$ cat src/rtl/serial_frame_rx.sv
// serial_frame_rx -- mid-bit sampling receiver for a fixed-length serial frame.
//   Frame: start bit (high), DATA_W payload bits, optional parity bit, stop bit (low).
//   Idle line is low. The receiver arms on a 0->1 edge of the synchronized line.
// Optional feature: define SERIAL_FRAME_RX_PARITY_EN to add an even-parity bit
//   (PARITY state) and the parity_err output.
// Ports:
//   clk, rst       system clock, asynchronous active-high reset
//   init           receiver enable; low forces IDLE and drops any partial frame
//   Data           asynchronous serial input
//   data           last good payload
//   done           1-cycle pulse when data updates
//   busy           high whenever the FSM is not in IDLE
//   frame_err      1-cycle pulse on a bad stop bit (or parity failure)
//   parity_err     1-cycle pulse on parity mismatch (parity build only)
module serial_frame_rx #(
  parameter int DATA_W     = 8,
  parameter int BIT_CYCLES = 2_777_777,
  parameter int MSB_FIRST  = 0
) (
  input  logic              clk,
  input  logic              rst,
  input  logic              init,
  input  logic              Data,
  output logic [DATA_W-1:0] data,
  output logic              done,
  output logic              busy,
  output logic              frame_err
`ifdef SERIAL_FRAME_RX_PARITY_EN
  , output logic            parity_err
`endif
);

  localparam int CW = $clog2(BIT_CYCLES + 1);
  localparam int IW = (DATA_W > 1) ? $clog2(DATA_W) : 1;
  localparam logic [CW-1:0] FULL = CW'(BIT_CYCLES);
  localparam logic [CW-1:0] HALF = CW'(BIT_CYCLES / 2);
  localparam logic [IW-1:0] LAST = IW'(DATA_W - 1);

`ifdef SERIAL_FRAME_RX_PARITY_EN
  typedef enum logic [2:0] {IDLE, START, BITS, PARITY, STOP} state_t;
`else
  typedef enum logic [2:0] {IDLE, START, BITS, STOP} state_t;
`endif

  state_t            state, nxt;
  logic              s1, sd, sd_q;
  logic [CW-1:0]     cnt;
  logic [IW-1:0]     idx;
  logic [DATA_W-1:0] shreg;
  logic              tick, par_ok;
  logic              ld_half, ld_full, shift, commit, ferr;
`ifdef SERIAL_FRAME_RX_PARITY_EN
  logic              par_bit, take_par, perr;
  // Even parity: payload XOR parity bit must be zero.
  assign par_ok = ~(^{shreg, par_bit});
`else
  assign par_ok = 1'b1;
`endif

  // Counter is loaded with a period and expires when it reaches 1, so a
  // load of N places the next sample exactly N cycles later.
  assign tick = (cnt == CW'(1));
  assign busy = (state != IDLE);

  function automatic logic [DATA_W-1:0] shift_in(input logic [DATA_W-1:0] s,
                                                  input logic b);
    logic [DATA_W:0] t;
    if (MSB_FIRST != 0) begin
      t = {s, b};
      return t[DATA_W-1:0];
    end else begin
      t = {b, s};
      return t[DATA_W:1];
    end
  endfunction

  always_ff @(posedge clk or posedge rst) begin
    if (rst) state <= IDLE;
    else     state <= nxt;
  end

  always_comb begin
    nxt     = state;
    ld_half = 1'b0;
    ld_full = 1'b0;
    shift   = 1'b0;
    commit  = 1'b0;
    ferr    = 1'b0;
`ifdef SERIAL_FRAME_RX_PARITY_EN
    take_par = 1'b0;
    perr     = 1'b0;
`endif
    if (!init) begin
      nxt = IDLE;
    end else begin
      case (state)
        IDLE: if (sd && !sd_q) begin
          nxt     = START;
          ld_half = 1'b1;
        end
        START: if (tick) begin
          if (sd) begin
            nxt     = BITS;
            ld_full = 1'b1;
          end else begin
            nxt = IDLE;  // false start, silently dropped
          end
        end
        BITS: if (tick) begin
          shift   = 1'b1;
          ld_full = 1'b1;
`ifdef SERIAL_FRAME_RX_PARITY_EN
          if (idx == LAST) nxt = PARITY;
`else
          if (idx == LAST) nxt = STOP;
`endif
        end
`ifdef SERIAL_FRAME_RX_PARITY_EN
        PARITY: if (tick) begin
          take_par = 1'b1;
          ld_full  = 1'b1;
          nxt      = STOP;
        end
`endif
        STOP: if (tick) begin
          nxt = IDLE;
          if (!sd && par_ok) begin
            commit = 1'b1;
          end else begin
            ferr = 1'b1;
`ifdef SERIAL_FRAME_RX_PARITY_EN
            perr = ~par_ok;
`endif
          end
        end
        default: nxt = IDLE;
      endcase
    end
  end

  always_ff @(posedge clk or posedge rst) begin
    if (rst) begin
      s1        <= 1'b0;
      sd        <= 1'b0;
      sd_q      <= 1'b0;
      cnt       <= '0;
      idx       <= '0;
      shreg     <= '0;
      data      <= '0;
      done      <= 1'b0;
      frame_err <= 1'b0;
`ifdef SERIAL_FRAME_RX_PARITY_EN
      par_bit    <= 1'b0;
      parity_err <= 1'b0;
`endif
    end else begin
      s1        <= Data;
      sd        <= s1;
      sd_q      <= sd;
      done      <= commit;
      frame_err <= ferr;
      if (commit) data <= shreg;
      if (nxt == IDLE)  cnt <= '0;
      else if (ld_half) cnt <= HALF;
      else if (ld_full) cnt <= FULL;
      else              cnt <= cnt - 1'b1;
      if (nxt == IDLE)  idx <= '0;
      else if (shift)   idx <= (idx == LAST) ? '0 : idx + 1'b1;
      if (shift) shreg <= shift_in(shreg, sd);
`ifdef SERIAL_FRAME_RX_PARITY_EN
      if (take_par) par_bit <= sd;
      parity_err <= perr;
`endif
    end
  end

endmodule

$ cat config.mk
export PLATFORM = sky130hd
export DESIGN_NAME = serial_frame_rx
export DESIGN_NICKNAME = d
export VERILOG_FILES = /design/src/rtl/serial_frame_rx.sv
export SDC_FILE = /design/constraint.sdc
export NUM_CORES = 1
export LEC_CHECK = 0
export ABC_AREA = 0
export CORE_ASPECT_RATIO = 1.2
export CORE_MARGIN = 2
export CORE_UTILIZATION = 58
export CTS_CLUSTER_SIZE = 10
export DETAILED_ROUTE_END_ITERATION = 8
export GPL_TIMING_DRIVEN = 0
export PLACE_DENSITY = 0.83
export SETUP_SLACK_MARGIN = 0.05
export SLEW_MARGIN = 5
export SYNTH_ARGS = -nofsm -noshare
export SYNTH_HDL_FRONTEND = slang
export SYNTH_SLANG_ARGS = --single-unit
export TNS_END_PERCENT = 100
$ cat constraint.sdc
create_clock -name clk -period 2.5 [get_ports clk]
set_clock_uncertainty 0.2 [all_clocks]
set_input_delay 0.25 -clock clk [delete_from_list [all_inputs] [get_ports clk]]
set_output_delay 0.25 -clock clk [all_outputs]
set_load 0.01 [all_outputs]
### Word-level counts from Yosys, hierarchy flattened

Cells that the tools add are included.

* output and inout port bits: 11
* bits of input ports: 4
* bits in registers: 49
* logic and storage cells: 53

* reductions and logical operators: 6
* eq/ne operators: 5
* multiplexer cells: 30
* $add $sub $neg: 2

Operators by type and width (number)
* $mux 22: 3
* $mux 3: 9
* $eq 22x1->1 const B: 1
* $sub 22x1->22 const B: 1
* $mux 1: 15
* $pmux 3 s4: 1
* $eq 3x2->1 const B: 2
* $logic_not 3->1: 2
* $add 3x1->3 const B: 1
* $eq 3x1->1 const B: 1
* $eq 3x3->1 const B: 1
* $reduce_bool 3->1: 1
* $mux 2: 1
* $pmux 1 s2: 1
* $reduce_bool 2->1: 1
* $logic_and 1x1->1: 1
* $logic_not 1->1: 1

### Longest topological paths before layout

Gate-level depths: netlist of run 1.

* depth in word-level cells: 7
* gate-level depth with buffers: 8
* depth with buffers taken out: 7

### Least setup slack after synthesis of run 1

OpenSTA, ideal clock, no wires.

* path type: reg-to-reg
* start point: reg cnt[12]
* end point: reg cnt[3]
* cell stages (with the launch flop): 7
* setup time: 0.123 ns
* required time: 2.177 ns
* slack: 0.269 ns
* buffers on the path: 1
* clock period less this slack: 2.231 ns
* data arrival time: 1.908 ns
* cells stage by stage: dfrtp_1 -> nor4_4 -> nand4_2 -> or4_1 -> buf_2 -> a21boi_1 -> o221a_1

* longest elaborated chain between the ends: 7
* elaborated cells on any way between the ends: 14
* those cells by class: 1 x eq/ne; 12 x mux; 1 x reduce/logical

RTL lines
* from (decl): RTL line 47 `logic [CW-1:0] cnt;`
* from (signal assigned): RTL line 166 `else cnt <= cnt - 1'b1;`
* $eq 22x1->1 (*): RTL line 62 `assign tick = (cnt == CW'(1));`
* $mux 1 (on tied branches): RTL line 109, 101
* $pmux 1 s2: RTL line 96 `case (state)`
* $mux 1: RTL line 93 `if (!init) begin`
* $mux 22: RTL line 165 `else if (ld_full) cnt <= FULL;`
* $mux 22: RTL line 164 `else if (ld_half) cnt <= HALF;`
* $mux 22 (*): RTL line 163 `if (nxt == IDLE) cnt <= '0;`

Mark *: on every way between the ends. The rest lies on a longest branch, timed or not.
A chain may end at the register's enable or synchronous reset.

### Worst setup path after layout of run 1

* start point: reg cnt[15]
* end point: reg cnt[15]

* longest elaborated chain between the ends: 7
* elaborated cells on any way between the ends: 15
* those cells by class: 1 x add/sub; 1 x eq/ne; 12 x mux; 1 x reduce/logical

RTL lines (RTL line)
* branches (longest 6 deep; another with $sub 22x1->22)
* $mux 22 (*): 163

Mark *: on every way between the ends.

==> impl_metrics.ini, run 1 <==
[place]
place.gp.congestion = 0.808
dp_slack_ns = -0.209
io_buffers = 14
place_area_sq_um = 2570
dpl.hpwl_um = 3190

[power_and_ir_drop]
power_frac_clock = 0.304
peakVddDrop_mv = 0.422
p_int_mw = 1.09
total_power_mw = 1.49
sequentialPowerShare = 0.550
power_switching_mw = 0.392
p_leak_nw = 1.26
power.density_nw_per_um2 = 547
power_frac_comb = 0.146
swShare = 0.264

[clock_network]
root_buffer = clkbuf_8
insertion_delay_ns = 0.31
postCtsHoldBufs = 0
cts_buffer_depth = 2
cts_tree = done
clk_pin_slew_ns = 0.09
clock_sinks = 49
numCtsBuffers = 5
htreeDepth = 2

[synthesis]
synth_ff_type = dfrtp_1
ys_ff_latch = 49
yosysSeqAreaShare = 0.524
postSynthCellCount = 230
syn_area_sq_um = 2340
async_reset_ff_frac = 1.00
syn_nets = 238
syn_avg_cell_area_sq_um = 10.2
ys_warn_count = 0
synth_edf_count = 0
post_synth_num_cell_types = 42

[setup_path]
crit_required_ns = 2.47
path_class = reg -> reg
crit_path_end_kind = flip-flop
critPathArrivalTime_ns = 2.37
crit_path_start_kind = flip-flop
cp_max_fo = 10

[outcome]
status = finished clean

[routing]
dr.pass1.iters = 4
drtIter0Drc = 78
vias_per_cell = 5.67
wl_per_cell_um = 15.0
wl_um = 4650
post-route-drc-count = 0
vias = 1751
detail-route-antenna-nets = 0

[sta]
worst_pin_slew_ns = 0.540
worst_slack_ns = 0.109
maxSlewViolCount = 0
min_period_over_period = 0.956
setup_viol = 0
maxSlewHeadroom = 0.637
hold_viol = 0
final.min_clock_period_ns = 2.39
final.setup.tns_ns = 0
max_freq_mhz = 418
rsz0062_at_grt = yes
hold_ws_ns = 0.0726

[layout]
drive_gt1_frac = 0.145
fin_area_sq_um = 2720
fin_nets = 262
insertedDiodeCount = 0
syn2layout_area_growth_pct = 16.1
nFillCells = 294

[job]
cap_violations = 0

[die]
dieWidth_um = 62.0
die_h_um = 73.6
core-area_sq_um = 3910
die-area_sq_um = 4560
initial_core_util = 0.599
io_pins = 15
rows = 25

[grt]
grt_pass1_wl_um = 7820
grt_max_degree = 30
grt_overflow = 0
grt_pass1_vias = 1714
grt.total_usage = 0.236
antenna_found_initial = 0

[worst_hold_path]
hp-class = in -> async
==> sequential cells by signal (all words and copies together) (netlist names) <==
name       flops
cnt           22
data           8
done           1
frame_err      1
idx            3
s1             1
sd             1
sd_q           1
shreg          8
state          3
==> kinds of logic after synthesis <==
| kind of cell | synth area share |
|---|---|
| buffers and inverters | 0.0262 |
| flip-flops | 0.524 |
| AND/OR/NAND/NOR | 0.232 |
| adder cells (fa/ha/maj) | 0.0214 |
| multiplexers | 0.0385 |
| AO/OA/AOI/OAI | 0.0999 |
| other | 0.00160 |
| XOR/XNOR | 0.0561 |
==> Yosys cell counts (all sizes together) (4+ instances only) <==
cell type	number	area share
a21oi	17	0.036
buf	5	0.013
clkbuf	4	0.0064
dfrtp	49	0.52
ha	4	0.021
inv	4	0.0064
mux2	8	0.038
nand2	41	0.066
nand3	4	0.011
nor2	12	0.019
nor3	13	0.030
nor4	10	0.036
o21ai	6	0.013
or3	7	0.019
xnor2	13	0.049
==> worst max-delay path: stages (launching register included) <==
cell and delay [ns]:
dfrtp_1 0.43, nor4_4 0.27, buf_4 0.18, nand4_4 0.11, or3_1 0.47, o221ai_2 0.28, buf_4 0.25, nor3_1 0.07
==> power by group through the flow <==
stage               combinational, mW  sequential, mW  clock, mW
floorplan                       0.160           0.830          0
global placement                0.194           0.832          0
detailed placement              0.202           0.833          0
CTS                             0.207           0.817      0.464
global route                    0.244           0.821      0.481
finish                          0.217           0.818      0.451
==> cell usage in the layout (no fill, tap or decap), drive strengths merged, types with 7 or more instances in the layout <==
cell	count
nor4	10
buf	8
nor3	13
a21oi	17
clkdlybuf4s50	14
clkbuf	12
nor2	12
mux2	8
xnor2	13
nand2	41
dfrtp	49
or3	7
==> timing repair <==
item,4_1_cts,5_1_grt
endpoints found under the setup margin,14,37
gates resized for setup,4,7
pin swaps,2,3
setup buffers,0,2
==> stage by stage <==
step,utilization,instances
2_1_floorplan,-,230
3_3_place_gp,0.652,298
3_5_place_dp,0.657,299
4_1_cts,0.682,307
5_1_grt,0.695,309
6_report,0.695,309
==> layer usage <==
metal  routed length, um  track usage
met5                   0            0
met4                 101        0.125
met3                 124       0.0317
met2                2380        0.377
met1                2040        0.306
==> path summary, 6_finish.rpt <==
check	from	endpoint	slack, ns	depth (start not counted)
setup / recovery	cnt[15]	cnt[15]	0.11	7
hold / removal	rst	cnt[1]	0.07	2
hold reg to reg	s1	sd	0.16	0
max in group asynchronous	rst	data[5]	1.52	3
setup reg to reg	cnt[15]	cnt[15]	0.11	7
min in group clk	s1	sd	0.16	0
==> final cells by class <==
class / instances / area [sq um] / share of cell area
Timing Repair Buffer: 17 / 175 / 0.0645
Sequential cell: 49 / 1230 / 0.452
Inverter: 4 / 15.0 / 0.00552
Buffer: 9 / 51.3 / 0.0189
Clock buffer: 8 / 80.1 / 0.0295
Multi-Input combinational cell: 168 / 1100 / 0.405
Tap cell: 54 / 67.6 / 0.0249
(Power assumes the default switching activity.)
==> run 2: changes to the inputs <==
--- a/config.mk
+++ b/config.mk
@@ -12,6 +12,7 @@
 export CTS_CLUSTER_SIZE = 10
 export DETAILED_ROUTE_END_ITERATION = 8
 export GPL_TIMING_DRIVEN = 0
+export MAX_ROUTING_LAYER = met4
 export PLACE_DENSITY = 0.83
 export SETUP_SLACK_MARGIN = 0.05
 export SLEW_MARGIN = 5
==> run 2 against run 1 <==
  * Wire length down 0.28%
  * Cell area unchanged
  * First-iteration DRC count down 6.4%
  * Die area unchanged
  * Utilization unchanged
  * Register-to-register slack about the same
  * Worst setup slack better by 0.0097 ns
  * Power up 0.16%
  * Combinational power about the same
  * Maximum frequency up 0.41%
  * Via count up 0.11%
  * Final cell count unchanged
  * Critical path type unchanged
==> impl_metrics.ini, run 2 (synthesis results as in run 1) <==
[place]
place.gp.congestion = 0.819
io_buffers = 14
place_area_sq_um = 2570
dpl.hpwl_um = 3190

[layout]
seq_area_sq_um = 1230
nFillCells = 294
syn2layout_area_growth_pct = 16.1
multi_input_area_sq_um = 1100
largest_reg_flops = 22
final_cell_mix = dfrtp_1 (48), nand2_1 (41), a21oi_1 (17)
top_register = cnt
final_common_cell = dfrtp_1
reg.largest.list = cnt: 22 flops, data: 8 flops, shreg: 8 flops
fin_area_sq_um = 2720
drive_gt1_frac = 0.145
insertedDiodeCount = 0
fin_util = 0.695
fin_nets = 262

[worst_hold_path]
hp-class = in -> async

[sta]
maxSlewHeadroom = 0.624
rsz0062_at_grt = yes
hold_ws_ns = 0.0708
hold_viol = 0
maxSlewViolCount = 0
final.min_clock_period_ns = 2.38
min_period_over_period = 0.952
setup_viol = 0
max_freq_mhz = 420
worst_pin_slew_ns = 0.561

[grt]
grt_max_degree = 30
grt_overflow = 0
grt_pass1_wl_um = 7840
grt.total_usage = 0.243
grt_pass1_vias = 1706
antenna_found_initial = 0

[setup_path]
crit_path_end_kind = flip-flop
cp_max_fo = 10
critical_path_buf_inv_count = 2
path_cells = nor4_4 > buf_4 > nand4_4 > or3_1 > o221ai_2 > buf_4 > nor3_1
critPathArrivalTime_ns = 2.36
crit_path_start_kind = flip-flop
slowest_delay_ns = 0.47
path_delay_family = simple AND/OR/NAND/NOR gates
crit_top_cell = buf_4
path_class = reg -> reg
crit_required_ns = 2.47
crit_slowest_cell = or3_1

[clock_network]
root_buffer = clkbuf_8
clock_sinks = 49
cts_buffer_depth = 2
insertion_delay_ns = 0.31
cts_tree = done
clk_pin_slew_ns = 0.09
htreeDepth = 2
numCtsBuffers = 5

[routing]
wl_um = 4640
vias_per_cell = 5.67
post-route-drc-count = 0
vias = 1753
detail-route-antenna-nets = 0
wl_per_cell_um = 15.0
dr.pass1.iters = 4
drtIter0Drc = 73

[die]
initial_core_util = 0.599
rows = 25
die-area_sq_um = 4560
die_h_um = 73.6
io_pins = 15
dieWidth_um = 62.0
core-area_sq_um = 3910

[outcome]
status = finished clean

[power_and_ir_drop]
peakVddDrop_mv = 0.423
power.density_nw_per_um2 = 548
p_leak_nw = 1.26

[job]
cap_violations = 0
## run 2: worst paths after layout
| kind | start | to | slack (ns) | depth (start not counted) |
|---|---|---|---|---|
| setup / recovery | cnt[15] | cnt[15] | 0.12 | 7 |
| hold / removal | rst | cnt[0] | 0.07 | 2 |
| setup reg to reg | cnt[15] | cnt[15] | 0.12 | 7 |
| hold reg to reg | s1 | sd | 0.16 | 0 |
| max in group asynchronous | rst | data[5] | 1.52 | 3 |
| min in group clk | s1 | sd | 0.16 | 0 |
## run 2: area by class of cell
cell class	instances	area share
sequential	49	0.452
buffer	9	0.0189
tap	54	0.0249
timing repair buffer	17	0.0645
inverter	4	0.00552
multi-input combinational	168	0.405
clock buffer	8	0.0295
## run 2: metal layers
metal	vias to the layer above	track usage	routed length, um
met1	862	0.309	2040
met2	21	0.375	2370
met4	0	0.125	105
met5	-	-	0
met3	11	0.0317	122
li1	859	-	-
## run 2: where the power goes
part           leakage (nW)  switching (mW)  internal (mW)  total (mW)
Clock                0.0395           0.254          0.199       0.454
Combinational         0.547           0.126         0.0913       0.218
Sequential            0.671          0.0141          0.804       0.818
## run 2: what timing repair did
| action | 4_1_cts | 5_1_grt |
|---|---|---|
| hold buffers | 0 | 0 |
| resized for setup | 4 | 7 |
| gates cloned | 0 | 0 |
| pin swaps | 2 | 3 |
| setup endpoints to repair | 14 | 37 |
| setup buffers | 0 | 2 |
## run 2: through the flow
| step | setup WS (ns) | setup TNS, ns | total power, mW | std cells |
|---|---|---|---|---|
| after floorplan | 0.269 | 0 | 0.990 | 230 |
| after global placement | -0.154 | -2.81 | 1.03 | 298 |
| after detailed placement | -0.209 | -2.33 | 1.04 | 299 |
| after CTS | 0.0761 | 0 | 1.49 | 307 |
| after global routing | 0.0287 | 0 | 1.55 | 309 |
| final | 0.119 | 0 | 1.49 | 309 |
==> run 3: changes to the inputs <==
--- a/config.mk
+++ b/config.mk
@@ -14,6 +14,7 @@
 export GPL_TIMING_DRIVEN = 0
 export MAX_ROUTING_LAYER = met4
 export PLACE_DENSITY = 0.83
+export REMOVE_ABC_BUFFERS = 1
 export SETUP_SLACK_MARGIN = 0.05
 export SLEW_MARGIN = 5
 export SYNTH_ARGS = -nofsm -noshare
==> run 3 against run 2 <==
  * Clock power increased by 27%
  * Register-to-register slack lost 0.03 ns
  * Sequential cell count did not move
  * Largest cell class unchanged
  * Die area unchanged
  * Largest power group unchanged
  * Final cell count decreased by 2.3%
  * Wire length grew 1.7%
==> impl_metrics.ini, run 3 (synthesis results as in run 1) <==
[clock_network]
clock_sinks = 49
cts_tree = done
root_buffer = clkbuf_8
numCtsBuffers = 5
htreeDepth = 2
clk_pin_slew_ns = 0.09
postCtsHoldBufs = 0
cts_buffer_depth = 2
insertion_delay_ns = 0.29

[grt]
grt_overflow = 0
use_met1 = 0.339
grt.total_usage = 0.245
grt_pass1_vias = 1723
grt_max_degree = 30
grtUsageMet3 = 0.0370
antenna_found_initial = 0
busiest_layer = met2
grt_pass1_wl_um = 8140
met2_usage = 0.372

[place]
place.gp.congestion = 0.866
dp.cells = 290
io_buffers = 14
dpl.hpwl_um = 3090
dp_slack_ns = -0.562

[layout]
final_cell_mix = dfrtp_1 (48), nand2_1 (41), a21oi_1 (17)
final_cells = 302
final_common_cell = dfrtp_1
nFillCells = 286
insertedDiodeCount = 0
drive_gt1_frac = 0.169
largest_reg_flops = 22
fin_nets = 255
top_register = cnt
fin_util = 0.707
syn2layout_area_growth_pct = 18.1
reg.largest.list = cnt: 22 flops, data: 8 flops, shreg: 8 flops

[setup_path]
reg2reg_to = idx[0]
cp_max_fo = 5
r2r_slack_ns = 0.09
path_class = reg -> reg
ff2ff_path_depth = 5
reg2reg_from = cnt[8]
critPathArrivalTime_ns = 2.43
crit_path_end_kind = flip-flop
crit_path_start_kind = flip-flop
crit_required_ns = 2.52

[routing]
dr.pass1.iters = 4
vias_per_cell = 5.92
wl_per_cell_um = 15.6
detail-route-antenna-nets = 0
drtIter0Drc = 116
post-route-drc-count = 0
wl_um = 4710
vias = 1789

[die]
die-area_sq_um = 4560
core-area_sq_um = 3910
io_pins = 15
rows = 25
dieWidth_um = 62.0
die_h_um = 73.6
initial_core_util = 0.599

[sta]
worst_pin_slew_ns = 0.607
min_period_over_period = 0.964
setup_viol = 0
worst_slack_ns = 0.0894
maxSlewHeadroom = 0.592
maxSlewViolCount = 0
hold_viol = 0
final.min_clock_period_ns = 2.41
max_freq_mhz = 415
rsz0062_at_grt = yes

[power_and_ir_drop]
p_leak_nw = 1.28
power.density_nw_per_um2 = 583
peakVddDrop_mv = 0.613

[outcome]
status = finished clean

[worst_hold_path]
hp-class = in -> async

[job]
cap_violations = 0
run 3: worst max-delay path by stage:
stage,from,end,slack (ns),cells after the start
floorplan,cnt[12],cnt[3],0.13,5
global placement,cnt[9],cnt[6],-0.57,5
detailed placement,cnt[9],cnt[18],-0.56,5
CTS,cnt[12],idx[2],0.04,5
global route,cnt[7],idx[0],-0.02,5
finish,cnt[8],idx[0],0.09,5
run 3: worst max-delay path: stages (launching register included):
cell and delay [ns]:
dfrtp_1 0.40, nor2_1 0.38, nand4_2 0.26, or4_4 0.63, or3_1 0.32, a21oi_1 0.15
run 3: layout make-up:
cell class              instances  area (sq um)  share of cell area
clock buffers                   6          82.6              0.0299
clock inverters                 2          37.5              0.0136
inverters                       4          15.0             0.00543
multi-input cells             168          1130               0.410
flip-flops and latches         49          1230               0.444
well taps                      54          67.6              0.0244
repair buffers                 19           203              0.0733
run 3: routing by layer:
layer / wire (um) / vias up
li1: - / 836
met1: 2020 / 886
met2: 2410 / 58
met3: 190 / 9
met4: 87 / 0
met5: 0 / -
run 3: power breakdown:
group          switching [mW]  internal, mW
sequential             0.0158         0.804
clock                   0.252         0.325
combinational           0.126        0.0887
run 3: stage by stage:
stage	cell area, sq um	power, mW	setup TNS (ns)	hold slack (ns)
after floorplan	2290	0.987	0	0.0814
after global placement	2500	1.02	-10.83	0.144
after detailed placement	2520	1.03	-8.50	0.145
after CTS	2670	1.62	0	0.102
after global routing	2770	1.68	-0.0181	0.129
final	2770	1.61	0	0.0860
run 3: timing repair:
action                                  4_1_cts  5_1_grt
buffers inserted                              0        4
pin swaps                                     0        5
endpoints found under the setup margin       33       41
gates resized for setup                       7       10
